--- config.mk ---
export PLATFORM = sky130hd
export DESIGN_NAME = xga_video_timing_flat
export DESIGN_NICKNAME = d
export VERILOG_FILES = /design/src/rtl/xga_video_timing_if.sv /design/src/rtl/xga_video_timing.sv /design/src/flat_wrapper.sv
export SDC_FILE = /design/constraint.sdc
export NUM_CORES = 1
export LEC_CHECK = 0
export BUFFER_PORTS_ARGS = -buffer_cell sky130_fd_sc_hd__clkbuf_2
export CAP_MARGIN = 20
export CORE_MARGIN = 5
export CORE_UTILIZATION = 52
export CTS_BUF_LIST = sky130_fd_sc_hd__clkbuf_8
export CTS_CLUSTER_SIZE = 20
export DETAILED_ROUTE_END_ITERATION = 10
export GPL_ROUTABILITY_DRIVEN = 0
export PLACE_DENSITY = 0.75
export SYNTH_ARGS = -nofsm -noshare
export SYNTH_HDL_FRONTEND = slang
export SYNTH_SLANG_ARGS = --single-unit
--- constraint.sdc ---
create_clock -name clk -period 1.81 [get_ports clk]
set_input_delay 0.0905 -clock clk [delete_from_list [all_inputs] [get_ports clk]]
set_output_delay 0.0905 -clock clk [all_outputs]
set_load 0.05 [all_outputs]
--- src/rtl/xga_video_timing_if.sv ---
// ---------------------------------------------------------------------------
// xga_video_timing_if
//   Bundle between the raster timing generator and the background renderers.
//   master : timing generator (drives position, flags, strobes, frame count;
//            receives the pixel advance enable)
//   slave  : downstream consumer (drives pix_ce, observes everything else)
//   Signals:
//     pix_ce        pixel advance enable
//     pix_x/pix_y   current raster position (11 bits each)
//     video_active  position lies inside the visible area
//     hsync/vsync   sync outputs, SYNC_POL level inside their windows
//     line_start    single-cycle pulse when pix_x has wrapped to 0
//     frame_start   single-cycle pulse when pix_x and pix_y have wrapped to 0
//     frame_count   frames completed since reset (10 bits, wraps)
// ---------------------------------------------------------------------------
interface xga_video_timing_if;
  logic        pix_ce;
  logic [10:0] pix_x;
  logic [10:0] pix_y;
  logic        video_active;
  logic        hsync;
  logic        vsync;
  logic        line_start;
  logic        frame_start;
  logic [9:0]  frame_count;

  modport master (
    input  pix_ce,
    output pix_x, pix_y, video_active, hsync, vsync,
           line_start, frame_start, frame_count
  );

  modport slave (
    output pix_ce,
    input  pix_x, pix_y, video_active, hsync, vsync,
           line_start, frame_start, frame_count
  );
endinterface

--- src/rtl/xga_video_timing.sv ---
// ---------------------------------------------------------------------------
// xga_video_timing
//   Raster timing generator for the scrolling background renderers.
//   Default timing is 1024x768 @ 60 Hz (65 MHz pixel clock).
//   Ports:
//     clk   pixel clock (single domain)
//     rst   synchronous, active-high reset
//     vid   xga_video_timing_if.master: pix_ce in; pix_x, pix_y,
//           video_active, hsync, vsync, line_start, frame_start,
//           frame_count out
//   Every output is a register loaded from a decode of the *next* counter
//   values, so all flags describe exactly the position shown on pix_x/pix_y
//   in the same cycle.
// ---------------------------------------------------------------------------
module xga_video_timing #(
  parameter int H_ACTIVE = 1024,
  parameter int H_FP     = 24,
  parameter int H_SYNC   = 136,
  parameter int H_BP     = 160,
  parameter int V_ACTIVE = 768,
  parameter int V_FP     = 3,
  parameter int V_SYNC   = 6,
  parameter int V_BP     = 29,
  parameter bit SYNC_POL = 1'b0
) (
  input  logic               clk,
  input  logic               rst,
  xga_video_timing_if.master vid
);

  localparam int H_TOTAL = H_ACTIVE + H_FP + H_SYNC + H_BP;
  localparam int V_TOTAL = V_ACTIVE + V_FP + V_SYNC + V_BP;

  // The position counters are 11 bits wide; larger rasters cannot be counted.
  if (H_TOTAL > 2048) begin : g_h_total_check
    $error("xga_video_timing: H_TOTAL (%0d) exceeds 2048", H_TOTAL);
  end
  if (V_TOTAL > 2048) begin : g_v_total_check
    $error("xga_video_timing: V_TOTAL (%0d) exceeds 2048", V_TOTAL);
  end

  localparam logic [10:0] H_LAST = 11'(H_TOTAL - 1);
  localparam logic [10:0] V_LAST = 11'(V_TOTAL - 1);

  // Window bounds kept at 12 bits: an end bound may legitimately equal 2048.
  localparam logic [11:0] H_ACT_END = 12'(H_ACTIVE);
  localparam logic [11:0] HS_START  = 12'(H_ACTIVE + H_FP);
  localparam logic [11:0] HS_END    = 12'(H_ACTIVE + H_FP + H_SYNC);
  localparam logic [11:0] V_ACT_END = 12'(V_ACTIVE);
  localparam logic [11:0] VS_START  = 12'(V_ACTIVE + V_FP);
  localparam logic [11:0] VS_END    = 12'(V_ACTIVE + V_FP + V_SYNC);

  localparam logic SYNC_ON  = SYNC_POL;
  localparam logic SYNC_OFF = ~SYNC_POL;

  logic [10:0] pix_x_reg, pix_x_next;
  logic [10:0] pix_y_reg, pix_y_next;
  logic [9:0]  frame_count_reg, frame_count_next;
  logic        video_active_reg, video_active_next;
  logic        hsync_reg, hsync_next;
  logic        vsync_reg, vsync_next;
  logic        line_start_reg, frame_start_reg;
  logic        x_wrap, y_wrap;
  logic [11:0] x_ext, y_ext;

  always_comb begin
    x_wrap            = (pix_x_reg == H_LAST);
    y_wrap            = (pix_y_reg == V_LAST);
    pix_x_next        = pix_x_reg + 11'd1;
    pix_y_next        = pix_y_reg;
    frame_count_next  = frame_count_reg;

    if (x_wrap) begin
      pix_x_next = 11'd0;
      if (y_wrap) begin
        pix_y_next       = 11'd0;
        frame_count_next = frame_count_reg + 10'd1;
      end else begin
        pix_y_next = pix_y_reg + 11'd1;
      end
    end

    // Flags decoded from the position the counters are about to take, so
    // the registered flags line up with the registered position.
    x_ext             = {1'b0, pix_x_next};
    y_ext             = {1'b0, pix_y_next};
    video_active_next = (x_ext < H_ACT_END) && (y_ext < V_ACT_END);
    hsync_next        = ((x_ext >= HS_START) && (x_ext < HS_END)) ? SYNC_ON : SYNC_OFF;
    vsync_next        = ((y_ext >= VS_START) && (y_ext < VS_END)) ? SYNC_ON : SYNC_OFF;
  end

  always_ff @(posedge clk) begin
    if (rst) begin
      pix_x_reg        <= 11'd0;
      pix_y_reg        <= 11'd0;
      frame_count_reg  <= 10'd0;
      video_active_reg <= 1'b1;
      hsync_reg        <= SYNC_OFF;
      vsync_reg        <= SYNC_OFF;
      line_start_reg   <= 1'b0;
      frame_start_reg  <= 1'b0;
    end else if (vid.pix_ce) begin
      pix_x_reg        <= pix_x_next;
      pix_y_reg        <= pix_y_next;
      frame_count_reg  <= frame_count_next;
      video_active_reg <= video_active_next;
      hsync_reg        <= hsync_next;
      vsync_reg        <= vsync_next;
      // Strobes mark the cycle in which the wrap has just happened.
      line_start_reg   <= x_wrap;
      frame_start_reg  <= x_wrap && y_wrap;
    end else begin
      // Position and levels hold; strobes never stretch across a stall.
      line_start_reg  <= 1'b0;
      frame_start_reg <= 1'b0;
    end
  end

  assign vid.pix_x        = pix_x_reg;
  assign vid.pix_y        = pix_y_reg;
  assign vid.frame_count  = frame_count_reg;
  assign vid.video_active = video_active_reg;
  assign vid.hsync        = hsync_reg;
  assign vid.vsync        = vsync_reg;
  assign vid.line_start   = line_start_reg;
  assign vid.frame_start  = frame_start_reg;

endmodule

--- src/flat_wrapper.sv ---
// flat-port wrapper written by rule: the top's interface ports become plain ports
module xga_video_timing_flat 
#(
  parameter int H_ACTIVE = 1024,
  parameter int H_FP     = 24,
  parameter int H_SYNC   = 136,
  parameter int H_BP     = 160,
  parameter int V_ACTIVE = 768,
  parameter int V_FP     = 3,
  parameter int V_SYNC   = 6,
  parameter int V_BP     = 29,
  parameter bit SYNC_POL = 1'b0
)
  (clk, rst, vid_pix_ce, vid_pix_x, vid_pix_y, vid_video_active, vid_hsync, vid_vsync, vid_line_start, vid_frame_start, vid_frame_count);
  xga_video_timing_if vid_i ();
  input  logic clk;
  input  logic rst;
  input wire logic [$bits(vid_i.pix_ce)-1:0] vid_pix_ce;
  output wire logic [$bits(vid_i.pix_x)-1:0] vid_pix_x;
  output wire logic [$bits(vid_i.pix_y)-1:0] vid_pix_y;
  output wire logic [$bits(vid_i.video_active)-1:0] vid_video_active;
  output wire logic [$bits(vid_i.hsync)-1:0] vid_hsync;
  output wire logic [$bits(vid_i.vsync)-1:0] vid_vsync;
  output wire logic [$bits(vid_i.line_start)-1:0] vid_line_start;
  output wire logic [$bits(vid_i.frame_start)-1:0] vid_frame_start;
  output wire logic [$bits(vid_i.frame_count)-1:0] vid_frame_count;
  assign vid_i.pix_ce = vid_pix_ce;
  assign vid_pix_x = vid_i.pix_x;
  assign vid_pix_y = vid_i.pix_y;
  assign vid_video_active = vid_i.video_active;
  assign vid_hsync = vid_i.hsync;
  assign vid_vsync = vid_i.vsync;
  assign vid_line_start = vid_i.line_start;
  assign vid_frame_start = vid_i.frame_start;
  assign vid_frame_count = vid_i.frame_count;
  xga_video_timing #(.H_ACTIVE(H_ACTIVE), .H_FP(H_FP), .H_SYNC(H_SYNC), .H_BP(H_BP), .V_ACTIVE(V_ACTIVE), .V_FP(V_FP), .V_SYNC(V_SYNC), .V_BP(V_BP), .SYNC_POL(SYNC_POL)) u_core (.clk(clk), .rst(rst), .vid(vid_i));
endmodule
Word-level counts from Yosys, hierarchy flattened
Cells that the tools add are included.
{ "word_totals": {"regBits": 37, "out_inout_bits": 37, "elab_cells": 31} }
{ "op_classes": {"add_sub_neg": 3, "n_lt_le_gt_ge": 6, "n_eq_ne": 2, "n_mux": 5, "bitwise_logic": 1, "reduce_logical": 6} }
{ "op_table": {"columns": ["cell", "count"], "rows": [
  ["11-bit two-way mux", 3],
  ["11-bit by 1-bit adder with 11-bit output, second input constant", 2],
  ["11-bit by 10-bit < comparator with 1-bit output, second input constant", 2],
  ["11-bit < comparator, second input constant", 2],
  ["11-bit by 10-bit == test with 1-bit output, second input constant", 1],
  ["11-bit == test, second input constant", 1],
  ["11-bit by 10-bit >= comparator with 1-bit output, second input constant", 1],
  ["11-bit >= comparator, second input constant", 1],
  ["10-bit by 1-bit adder with 10-bit output, second input constant", 1],
  ["1-bit logical AND", 4],
  ["3-bit AND reduction", 1],
  ["1-bit two-way mux", 2],
  ["2-bit OR reduction", 1],
  ["1-bit inverter", 1]
]} }

Longest topological paths before layout
{ "depth": {"depth_word": 6, "depth_mapped": 9} }

Worst setup path after synthesis
OpenSTA, ideal clock, no wires.
{ "synth_path": {"path_type": "register -> register", "from": "reg u_core.pix_y_reg[0], in the netlist u_core.vid.pix_y[0]", "to": "reg u_core.vsync_reg, in the netlist u_core.vid.vsync", "setup_time_ns": 0.124, "t_arrival_ns": 2.262, "path_slack_ns": -0.577, "stages_incl_launch_ff": 9, "path_buffers": 1, "cell_sequence": "dfxtp_1 -> ha_1 -> nor4bb_1 -> and4_1 -> buf_2 -> a21oi_1 -> a211o_1 -> mux2i_1 -> a31oi_1"} }
{ "synth_via": {"elab_chain_len": 6, "word_cells_on_any_way": 8} }
{ "synth_rtl": {"columns": ["item", "line_no", "text"], "rows": [
  ["from (decl)", "xga_video_timing.sv:57", "logic [10:0] pix_y_reg, pix_y_next;"],
  ["from (signal assigned)", "xga_video_timing.sv:104", "pix_y_reg <= pix_y_next;"],
  ["11-bit by 1-bit adder with 11-bit output or 11-bit by 10-bit == test with 1-bit output (tied branches)", "xga_video_timing.sv:79, xga_video_timing.sv:68", null],
  ["11-bit two-way mux", "xga_video_timing.sv:75", "if (y_wrap) begin"],
  ["11-bit two-way mux *", "xga_video_timing.sv:73", "if (x_wrap) begin"],
  ["11-bit by 10-bit >= comparator with 1-bit output or 11-bit by 10-bit < comparator with 1-bit output (tied branches)", "xga_video_timing.sv:89", "vsync_next = ((y_ext >= VS_START) && (y_ext < VS_END)) ? SYNC_ON : SYNC_OFF;"],
  ["1-bit logical AND *", "xga_video_timing.sv:89", null],
  ["1-bit two-way mux *", "xga_video_timing.sv:89", null],
  ["to (signal assigned)", "xga_video_timing.sv:108", "vsync_reg <= vsync_next;"],
  ["to (decl)", "xga_video_timing.sv:61", "logic vsync_reg, vsync_next;"]
]} }
Every way passes the cells marked *; elsewhere a longest branch is shown, timed or not.
A chain may end at the register's enable or synchronous reset.

Worst setup path in the final report
{ "layout_path": {"from": "reg u_core.pix_y_reg[1], in the netlist u_core.vid.pix_y[1]", "to": "reg u_core.vsync_reg, in the netlist u_core.vid.vsync"} }
Same word-level chain as after synthesis.

==> flow_summary.yaml <==
global_routing:
  grtUsageTotal_pct: 23.1
  antenna_found_initial: 0
  overflow: 0
  grt_pass1_vias: 2176
  grt_max_degree: 36
  grt_pass1_wl_mm: 10.2
timing:
  layout_setup_ws_ps: -32.0
  relSlewSlack_pct: 73.8
  setup_viol: 5
  drv_slew: 0
  fin_tns_setup_ps: -85.2
  fmax_mhz: 543
  worstMarginPinSlew_ps: 393
  period_share_pct: 102
  rsz0062_at_grt: "yes"
  layout_min_cycle_time_ps: 1840
  hold_viol: 0
  fin_skew_ps: 5.71
synth:
  synthFlopType: "dfxtp_1"
  synthTopCellsByArea: "dfxtp_1, nor2_1, xor2_1"
  syn_avg_cell_area_um2: 8.03
  synthesis.area_um2: 2240
  synth_edf_count: 0
  synthArstFlopShare_pct: 0
  synth_fp_nets: 287
  ys_ff_latch: 37
  ys_types: 56
  ys_warn_count: 0
  yosysTopAreaCell: "dfxtp_1"
  synth-seq-area-share_pct: 33.1
  syn-instance-count: 279
  synth_top_area_share_pct: 33.1
run:
  max_cap_viol_count: 0
routing:
  wl_per_cell_um: 15.6
  drcViolationCount: 0
  vias: 2355
  firstDrtPassIters: 4
  routed_wl_mm: 6.44
  ant_nets: 0
  viasPerCell: 5.72
  first_iter_violations: 112
worst_setup_path:
  critPathMostFrequentCell: "buf_4"
  cp-startpoint: "u_core.vid.pix_y[1]"
  crit_arrival_ps: 2020
  critPathTopFamily: "simple AND/OR/NAND/NOR gates"
  crit_chain: "buf_4 -> ha_1 -> buf_4 -> nand3_2 -> or2_2 -> o31ai_1 -> a211oi_1 -> and4_1 -> a31oi_1"
  required_ps: 1990
  r2r-start: "u_core.vid.pix_y[1]"
  crit_path_start_kind: "flip-flop"
  critPathSlowestCell: "dfxtp_4"
  path_class: "reg2reg"
  max_stage_delay_ps: 350
  critPathBufInv: 2
  cp-end-kind: "flip-flop"
  worstPathMaxFanout: 6
finish:
  drive_gt1_share_pct: 44.2
  final_common_cell: "buf_4"
  final_cell_mix: "buf_4, nor2_1, clkbuf_2"
  layout.nets: 369
  fillCellCount: 318
  area_growth_syn_to_layout_pct: 40.7
  insertedDiodeCount: 0
min_path:
  hp-start: "rst"
  hold_class: "in2reg"
clock_tree:
  clk_pin_slew_ps: 80
  htreeDepth: 2
  cts_buffer_depth: 2
  cts_buffers: 5
  root_buffer: "clkbuf_8"
  cts_tree: "built"
  clk-insertion-delay-late_ps: 300
  cts.sinks: 37
floorplanning:
  initial_utilization_pct: 54.8
  die_y_um: 75.6
  core_area_um2: 4090
  die_area_um2: 5720
  fp-row-count: 23
  io_pins: 40
  die-width_um: 75.6
power:
  p_int_mw: 1.16
  p_leak_nw: 1.31
  ir_worst_vdd_mv: 0.351
  p_per_area_nw_per_um2: 498
  switching_share_pct: 26.2
  finalPower_mw: 1.57
  power_frac_seq_pct: 51.9
  p_clk_share_pct: 39.8
  p_comb_share_pct: 8.2
  p_sw_mw: 0.412
run_status:
  status: "complete, but fails checks"
  violations: "negative setup slack"
place:
  dp.final_hpwl_mm: 4.40
  io_buffers: 39
## metrics by stage
stage	instance area (um2)	hold slack [ps]	cells	util [%]	worst slack [ps]
finish	3150	213	412	77.1	-32.0
global route	3150	238	412	77.1	-119
CTS	3050	202	408	74.6	-13.6
detailed placement	2840	502	395	69.5	-168
global placement	2840	496	395	69.5	-175
floorplan	2330	412	279	-	-213
## cell usage after synthesis, types with 3 or more instances
| master | count |
|---|---|
| nor2_1 | 45 |
| dfxtp_1 | 37 |
| nand2_1 | 20 |
| a21oi_1 | 16 |
| nand3_1 | 12 |
| o21ai_0 | 12 |
| xor2_1 | 12 |
| clkbuf_1 | 11 |
| and2_1 | 8 |
| and4_1 | 8 |
| nor3_1 | 8 |
| xnor2_1 | 8 |
| nand4_1 | 7 |
| mux2i_1 | 6 |
| ha_1 | 5 |
| a211oi_1 | 4 |
| buf_2 | 4 |
| or3_1 | 4 |
| a31oi_1 | 3 |
| buf_6 | 3 |
| nand2b_1 | 3 |
| or4_1 | 3 |
## power by group through the flow
stage / Sequential (mW) / Combinational [mW] / Clock, mW
final: 0.815 / 0.129 / 0.625
after global routing: 0.816 / 0.138 / 0.673
after CTS: 0.815 / 0.126 / 0.639
after detailed placement: 0.834 / 0.124 / 0
after global placement: 0.834 / 0.122 / 0
after floorplan: 0.866 / 0.0486 / 0
## metal layers
layer / vias to the layer above / global-route usage, % / routed length, um
met4: 0 / 6.80 / 91
met3: 9 / 5.01 / 333
met2: 63 / 39.8 / 3230
met5: - / 0 / 0
met1: 1124 / 28.8 / 2780
li1: 1159 / - / -
## worst paths after layout
check / to / slack (ps) / cells after the start
hold reg to reg: u_core.vid.frame_count[1] / 520 / 2
setup reg to reg: u_core.vid.vsync / -30 / 9
setup / recovery: u_core.vid.vsync / -30 / 9
hold / removal: u_core.vid.line_start / 210 / 3
## cell type report
class,instances,area [um2],share of cell area [%]
multi-input cells,219,1540,48.8
flip-flops and latches,37,791,25.1
repair buffers,96,654,20.8
clock buffers,6,82.6,2.62
well taps,50,62.6,1.99
clock inverters,2,13.8,0.437
inverters,2,7.51,0.238
## what timing repair did
item                                    4_1_cts  5_1_grt
resized for setup                            19       17
cloned                                        1        0
buffers inserted                              4        4
hold buffers                                  0        0
pin swaps                                    10       12
endpoints found under the setup margin       23       22
## logic make-up (layout without fill, tap and decap cells)
group           after synthesis  in the layout  synth area share, %
compound gates               50             50                 14.1
xor+xnor                     20             20                 7.82
fa+ha+maj                     5              5                 2.79
buf+inv                      24            106                 5.53
flops                        37             37                 33.1
mux                           6              6                 2.68
simple gates                137            138                 34.0
## worst min-delay path: stages
cell and delay, ps:
clkbuf_2 90, nand2b_1 230, nor2_1 60
(Power assumes the default switching activity.)
